$ cat src/rtl/rv64g_l2_pkg.sv
// Shared L2 definitions: TileLink B-channel opcodes, probe cap params and
// the probe scheduler state encoding.
package rv64g_l2_pkg;

    localparam logic [2:0] TL_B_PROBE = 3'd6;

    localparam logic [2:0] CAP_TO_T = 3'd0;
    localparam logic [2:0] CAP_TO_B = 3'd1;
    localparam logic [2:0] CAP_TO_N = 3'd2;

    typedef enum logic [1:0] {
        ST_IDLE,
        ST_ISSUE,
        ST_WAIT_ACK,
        ST_DONE
    } probe_state_e;

endpackage

$ cat src/rtl/rv64g_l2_prio_enc.sv
// Lowest-index-wins priority encoder; picks the next core to probe.
module rv64g_l2_prio_enc #(
    parameter  int CORES = 4,
    localparam int CID_W = $clog2(CORES)
) (
    input  logic [CORES-1:0] req,
    output logic [CID_W-1:0] idx,
    output logic             valid
);

    // Scan high to low so the lowest set bit is the last write.
    always_comb begin
        idx = '0;
        for (int i = CORES - 1; i >= 0; i--) begin
            if (req[i]) idx = CID_W'(i);
        end
    end

    assign valid = |req;

endmodule

$ cat src/rtl/rv64g_l2_probe_sched.sv
// L2 probe round scheduler: issues one B-channel Probe per core in the
// start mask, collects ProbeAcks on C and reports done/dirty/error status.
module rv64g_l2_probe_sched #(
    parameter  int CORES  = 4,
    parameter  int ADDR_W = 64,
    localparam int CID_W  = $clog2(CORES)
) (
    input  logic              clk_i,
    input  logic              rst_ni,
    input  logic              start_i,
    input  logic [CORES-1:0]  start_mask_i,
    input  logic [ADDR_W-1:0] start_addr_i,
    input  logic [2:0]        start_param_i,
    output logic [2:0]        b_opcode_o,
    output logic [2:0]        b_param_o,
    output logic [ADDR_W-1:0] b_address_o,
    output logic [CID_W-1:0]  b_dest_o,
    output logic              b_valid_o,
    input  logic              b_ready_i,
    input  logic              ack_valid_i,
    input  logic [CID_W-1:0]  ack_id_i,
    input  logic              ack_data_i,
    output logic              busy_o,
    output logic              done_o,
    output logic              dirty_o,
    output logic [CORES-1:0]  pending_o,
    output logic              err_o
);

    import rv64g_l2_pkg::*;

    probe_state_e      state_q, state_d;
    logic [CORES-1:0]  unsent_q, unsent_d;
    logic [CORES-1:0]  pending_q, pending_d;
    logic [CORES-1:0]  ack_hit, ack_ok, b_sel;
    logic              dirty_q, dirty_d;
    logic              err_q;
    logic              load;
    logic [ADDR_W-1:0] addr_q;
    logic [2:0]        param_q;
    logic [CID_W-1:0]  enc_idx;
    logic              enc_valid;
    logic              b_fire;
    logic              ack_accept;

    // Destination is derived from unsent, which only changes on a handshake,
    // so the B payload is inherently stable while a probe waits for ready.
    rv64g_l2_prio_enc #(.CORES(CORES)) u_prio (
        .req   (unsent_q),
        .idx   (enc_idx),
        .valid (enc_valid)
    );

    assign b_valid_o = (state_q == ST_ISSUE) && enc_valid;
    assign b_fire    = b_valid_o && b_ready_i;

    always_comb begin
        ack_hit = '0;
        b_sel   = '0;
        for (int i = 0; i < CORES; i++) begin
            ack_hit[i] = ack_valid_i && (ack_id_i == CID_W'(i));
            b_sel[i]   = b_fire && (enc_idx == CID_W'(i));
        end
    end

    // An ack is only legal for a core that was probed and has not yet acked;
    // an ack racing its own probe handshake still sees the unsent bit set.
    assign ack_ok     = ack_hit & pending_q & ~unsent_q;
    assign ack_accept = |ack_ok;

    always_comb begin
        state_d   = state_q;
        unsent_d  = unsent_q & ~b_sel;
        pending_d = pending_q & ~ack_ok;
        dirty_d   = dirty_q | (ack_accept & ack_data_i);
        load      = 1'b0;
        case (state_q)
            ST_IDLE: begin
                if (start_i) begin
                    load    = 1'b1;
                    dirty_d = 1'b0;
                    if (|start_mask_i) begin
                        unsent_d  = start_mask_i;
                        pending_d = start_mask_i;
                        state_d   = ST_ISSUE;
                    end else begin
                        state_d = ST_DONE;
                    end
                end
            end
            ST_ISSUE: begin
                if (pending_d == '0)     state_d = ST_DONE;
                else if (unsent_d == '0) state_d = ST_WAIT_ACK;
            end
            ST_WAIT_ACK: begin
                if (pending_d == '0) state_d = ST_DONE;
            end
            ST_DONE:  state_d = ST_IDLE;
            default:  state_d = ST_IDLE;
        endcase
    end

    always_ff @(posedge clk_i) begin
        if (!rst_ni) begin
            state_q   <= ST_IDLE;
            unsent_q  <= '0;
            pending_q <= '0;
            dirty_q   <= 1'b0;
            err_q     <= 1'b0;
        end else begin
            state_q   <= state_d;
            unsent_q  <= unsent_d;
            pending_q <= pending_d;
            dirty_q   <= dirty_d;
            err_q     <= ack_valid_i && !ack_accept;
        end
    end

    always_ff @(posedge clk_i) begin
        if (load) begin
            addr_q  <= start_addr_i;
            param_q <= start_param_i;
        end
    end

    assign b_opcode_o  = TL_B_PROBE;
    assign b_param_o   = param_q;
    assign b_address_o = addr_q;
    assign b_dest_o    = enc_idx;
    assign busy_o      = (state_q == ST_ISSUE) || (state_q == ST_WAIT_ACK);
    assign done_o      = (state_q == ST_DONE);
    assign dirty_o     = dirty_q;
    assign pending_o   = pending_q;
    assign err_o       = err_q;

endmodule

$ cat config.mk
export PLATFORM = sky130hd
export DESIGN_NAME = rv64g_l2_probe_sched
export DESIGN_NICKNAME = d
export VERILOG_FILES = /design/src/rtl/rv64g_l2_pkg.sv /design/src/rtl/rv64g_l2_prio_enc.sv /design/src/rtl/rv64g_l2_probe_sched.sv
export SDC_FILE = /design/constraint.sdc
export NUM_CORES = 1
export LEC_CHECK = 0
export BUFFER_PORTS_ARGS = -buffer_cell sky130_fd_sc_hd__buf_2
export CAP_MARGIN = 20
export CORE_MARGIN = 1
export CORE_UTILIZATION = 35
export DETAILED_ROUTE_END_ITERATION = 7
export PLACE_DENSITY = 0.68
export SETUP_SLACK_MARGIN = 0.02
export SYNTH_ARGS = -nofsm -noshare
export SYNTH_HDL_FRONTEND = slang
export SYNTH_SLANG_ARGS = --single-unit
$ cat constraint.sdc
create_clock -name clk_i -period 5.07 [get_ports clk_i]
set_clock_uncertainty 0.15 [all_clocks]
set_input_delay 0.2535 -clock clk_i [delete_from_list [all_inputs] [get_ports clk_i]]
set_output_delay 0.2535 -clock clk_i [all_outputs]
set_load 0.01 [all_outputs]
== Word-level counts from Yosys, hierarchy flattened ==
Index checks and enable logic that the tools add are counted.
Word-level totals
  bits in registers: 79
  input bits: 79
  output and inout bits: 81
  logic and storage cells: 70
Operators by class
  eq/ne operators: 12
  multiplexer cells: 20
  bitwise logic cells: 9
  reductions and logical operators: 22
Operators by type and width (number)
  2-to-1 mux 4 bit: 6
  2-to-1 mux 2 bit: 9
  AND 4 bit: 4
  == test 2 bit, second input constant: 6
  NOT 4 bit: 3
  OR reduction 4 bit: 3
  logical AND 1 bit: 11
  logical NOT 4 bit: 2
  case mux 2 bit (4 select lines): 1
  == test 2 x 1 -> 1 bit, second input constant: 3
  logical NOT 2 bit: 3
  2-to-1 mux 1 bit: 4
  != test 2 bit, second input constant: 2
  != test 3 x 1 -> 1 bit, second input constant: 1
  AND reduction 3 bit: 1
  AND 1 bit: 1
  logical NOT 1 bit: 1
  logical OR 1 bit: 1
  OR 1 bit: 1

== Logic depth before layout (Yosys ltp) ==
  depth in word-level cells: 12
  depth in mapped cells: 7
  depth with buffers taken out: 6

== By module ==
A second synthesis with hierarchy kept.
Unflattened totals
  cells, all modules: 167
  area total of the unflattened synthesis: 2813.9 µm²
By module, submodules not included
  rv64g_l2_probe_sched: instances 1, cells each 160, area each 2778.9 µm², sequential area each 2252.2 µm²
  rv64g_l2_prio_enc: instances 1, cells each 7, area each 35.0 µm², sequential area each 0.0 µm²

== Least setup slack after synthesis ==
Ideal clock, no wire load.
  path type: flip-flop to flip-flop
  start point: register state_q[0]
  end point: register unsent_q[2]
  setup time: 0.134 ns
  arrival time: 3.573 ns
  data required time: 4.786 ns
  path slack: 1.213 ns
  stages on the path, launching flop included: 8
  buffers on the path: 1
  period minus slack after synthesis: 3.857 ns
  cell sequence: dfxtp_1 > inv_1 > ha_1 > and2_1 > clkbuf_1 > nand2_1 > o311ai_0 > a21boi_0
On the way
  word-level cells in the longest chain between the ends: 9
  elaborated cells on any way between the ends: 10
  those cells by class: eq/ne: 1; mux: 3; bitwise: 2; reduce/logical: 4
Ends and longest elaborated chain
  start, declared: line rv64g_l2_probe_sched.sv:32  | probe_state_e state_q, state_d;
  start signal, assigned: line rv64g_l2_probe_sched.sv:111  | state_q <= state_d;
  == test 2 x 1 -> 1 bit: line rv64g_l2_probe_sched.sv:54  | assign b_valid_o = (state_q == ST_ISSUE) && enc_valid;
  logical AND 1 bit: line rv64g_l2_probe_sched.sv:54
  logical AND 1 bit: line rv64g_l2_probe_sched.sv:55  | assign b_fire = b_valid_o && b_ready_i;
  logical AND 1 bit: line rv64g_l2_probe_sched.sv:62  | b_sel[i] = b_fire && (enc_idx == CID_W'(i));
  NOT 4 bit: line rv64g_l2_probe_sched.sv:73  | unsent_d = unsent_q & ~b_sel;
  AND 4 bit: line rv64g_l2_probe_sched.sv:73
  2-to-1 mux 4 bit: line rv64g_l2_probe_sched.sv:82  | if (|start_mask_i) begin
  2-to-1 mux 4 bit: line rv64g_l2_probe_sched.sv:79  | if (start_i) begin
  2-to-1 mux 4 bit *: line rv64g_l2_probe_sched.sv:77  | case (state_q)
  end signal, assigned: line rv64g_l2_probe_sched.sv:112  | unsent_q <= unsent_d;
  end, declared: line rv64g_l2_probe_sched.sv:33  | logic [CORES-1:0] unsent_q, unsent_d;
Every way passes the cells marked *; elsewhere a longest branch is shown, timed or not.
A chain may end at the register's enable or synchronous reset.

== Final worst setup path ==
Same ends and word-level chain as after synthesis.

==> results by group <==
Drt
  • Drt pass-1 iters: 5
  • DRC Markers: 0
  • First-iteration detailed-routing DRC count: 100
  • DR vias/cell: 4.50
  • Via Count: 2226
  • Wire per inst: 15.2 um
  • Antenna-violating nets left: 0
  • Drt total wl: 7.54 mm

Floorplan
  • Starting Density: 36.3%
  • Width of the die: 91.5 um
  • Die ar.: 0.00837 mm2
  • Die height: 91.5 um
  • Core Box Area: 0.00773 mm2
  • Row count: 32
  • I/O pins: 160

Synth
  • Area leader, netlist: edfxtp_1
  • Seq/Total Area, Yosys: 80.3%
  • Commonest cells post-synth: edfxtp_1, dfxtp_1, a21boi_0, inv_1, nand2_1
  • Syn Std Cell Area: 0.00280 mm2
  • Cells after synthesis: 161
  • Top-area cell type share of the netlist area: 71.8%
  • Mean post-synth cell area: 17.4 um2
  • Post-synthesis register bit count: 79
  • Ys flop type: edfxtp_1
  • Top post-synthesis cells by area: edfxtp_1, dfxtp_1, ha_1, a21boi_0, buf_4
  • Synth Warn #: 0
  • Most common cell in the netlist: edfxtp_1
  • Post-synth EDFFs: 67
  • Synth cell types: 38
  • Share of synthesized registers carrying an async set or reset: 0%

CTS
  • Clock-pin slew on the worst setup and hold paths: 0.08 ns
  • Clock Latency Late Sink: 0.34 ns
  • CTS Sinks: 79
  • CTS tree: built
  • H-tree lvl count: 3
  • Setup bufs post-CTS: 0
  • Number of CTS-inserted buffers: 9
  • Worst-case clock buffer depth: 2
  • Root Buffer Master: clkbuf_8

Global route
  • Largest net degree at the start of global routing: 74
  • First-pass GRT wire length: 11.4 mm
  • GRT met1 Usage: 19.9%
  • Initial antenna violation count: 0
  • Most Crowded Layer GR: met2
  • Vias in the first global route: 2201
  • GR met3 Demand/Resource: 5.11%
  • Met2 Use GR: 35.0%
  • All-Layer GR Usage: 18.6%
  • Gr ovfl total: 0

Timing
  • Max Freq: 410 MHz
  • Tmin final: 2.44 ns
  • Slew Limit Fails: 0
  • Final period util: 48.1%
  • Max-slew headroom: 39.4%
  • Final setup viols: 0
  • Hold Worst Slack: 0.0369 ns
  • TNS Setup: 0 ns
  • Final Hold Fails: 0
  • Least-Margin Pin Slew: 0.909 ns
  • RSZ-0062 raised after global routing: no

Worst setup path
  • WP data required: 5.14 ns
  • Crit Path Class: reg2reg
  • CP cell instances: inv_1 > ha_1 > and2_4 > nand2_1 > o311ai_0 > a21boi_0
  • Worst Path Arrival: 2.51 ns
  • Crit-path max FO: 73
  • Critical Path Sink Type: flip-flop
  • Startpoint type of the worst setup path: flip-flop
  • CP max stage cell: and2_4
  • Delay-heaviest family, CP: simple AND/OR/NAND/NOR gates
  • Critical path buffers and inverters: 1
  • Critical Path Max Stage Delay: 0.71 ns

Run
  • Max-cap viol count: 0

Power
  • Reported net switching power: 0.567 mW
  • Gate power share: 24.7%
  • Power Total: 1.94 mW
  • Power per Cell Area: 425 mW/mm2
  • Internal Power: 1.37 mW
  • Part of the power in registers: 49.0%
  • Switch share: 29.3%
  • Clock share of power: 26.3%
  • Peak supply drop: 146 uV
  • Cell leakage power: 1.92 nW

Layout
  • Post-Layout Cell Count: 495
  • # diodes: 0
  • Util after Layout: 58.9%
  • Layout cell share with drive strength beyond 1: 44.3%
  • Area Growth Syn to Fin: 62.4%
  • Nets: 472

Placement
  • Placed insts: 412
  • Post-DP HPWL: 4.76 mm
  • RePlAce Congestion: 0.779
  • Port Buffers: 156

Status
  • Outcome: complete, no violations

Min path
  • Worst min path class: in2reg
[what timing repair did]
action | CTS | global route
hold endpoints to repair | 67 | 0
hold buffers | 67 | 0
resized for setup | 0 | 0
[power by group through the flow]
stage / registers, mW / clock network, mW / logic [mW]
after floorplan: 1.03 / 0 / 0.174
after detailed placement: 0.957 / 0 / 0.438
after CTS: 0.942 / 0.518 / 0.480
after global placement: 0.949 / 0 / 0.433
final: 0.948 / 0.510 / 0.478
after global routing: 0.963 / 0.548 / 0.521
[logic make-up (layout without fill, tap and decap cells)]
kind of cell / after synthesis / in the layout / share of synthesized area (%)
AO/OA/AOI/OAI: 26 / 26 / 6.87
buffers and inverters: 16 / 247 / 3.03
adder cells (fa/ha/maj): 5 / 5 / 2.23
flip-flops: 79 / 79 / 80.3
other: 2 / 3 / 0.268
AND/OR/NAND/NOR: 33 / 33 / 7.27
[worst reg2reg max path: cells and delay by family, from the launching register on]
kind	cells	cell delay [ns]
and+or+nand+nor	2	1.17
DFF	1	0.36
AOI/OAI and AO/OA	2	0.34
adders and majority gates	1	0.18
buffers and inverters	1	0.13
[flip-flops by register name (all words and copies together), names as in the netlist]
name / cells
err_o: 1
unsent_q: 4
pending_o: 4
dirty_o: 1
b_param_o: 3
state_q: 2
b_address_o: 64
[layer usage]
metal  wire (um)  up-vias
met5           0        -
met4          49        0
met3         490        4
met2        4190      101
met1        2810     1058
li1            -     1063
[layout make-up]
type,count,area (um2)
clock buffer,10,128
clock inverter,6,92.6
fill,596,3170
inverter,8,30.0
multi-input combinational,67,473
sequential,79,2250
tap,102,128
timing repair buffer,223,1450
[cell usage in the layout, fill, tap and decap left out, types with 4 or more instances in the layout]
master / Yosys / layout
nand2b_1: 4 / 4
nor2_1: 4 / 4
a21boi_0: 8 / 8
buf_2: 2 / 156
dlygate4sd3_1: 0 / 67
nand3_1: 5 / 5
edfxtp_1: 67 / 67
a21oi_1: 4 / 4
ha_1: 5 / 5
inv_1: 8 / 8
clkbuf_8: 0 / 9
dfxtp_1: 12 / 12
nand2_1: 8 / 8
[through the flow]
| stage | instance area [um2] | worst slack [ns] |
|---|---|---|
| 6_report | 4550 | 2.63 |
| 5_1_grt | 4550 | 2.39 |
| 4_1_cts | 4550 | 2.62 |
| 3_5_place_dp | 3660 | 2.64 |
| 3_3_place_gp | 3660 | 2.72 |
| 2_1_floorplan | 2810 | 1.21 |
[path summary, 6_finish.rpt]
kind | to | from | cells past startpoint | slack, ns
setup / recovery | unsent_q[2] | state_q[0] | 6 | 2.63
hold reg to reg | dirty_o | dirty_o | 2 | 0.37
setup reg to reg | unsent_q[2] | state_q[0] | 6 | 2.63
hold / removal | err_o | ack_valid_i | 3 | 0.04
Note: power is estimated with default switching activity, not from simulation.
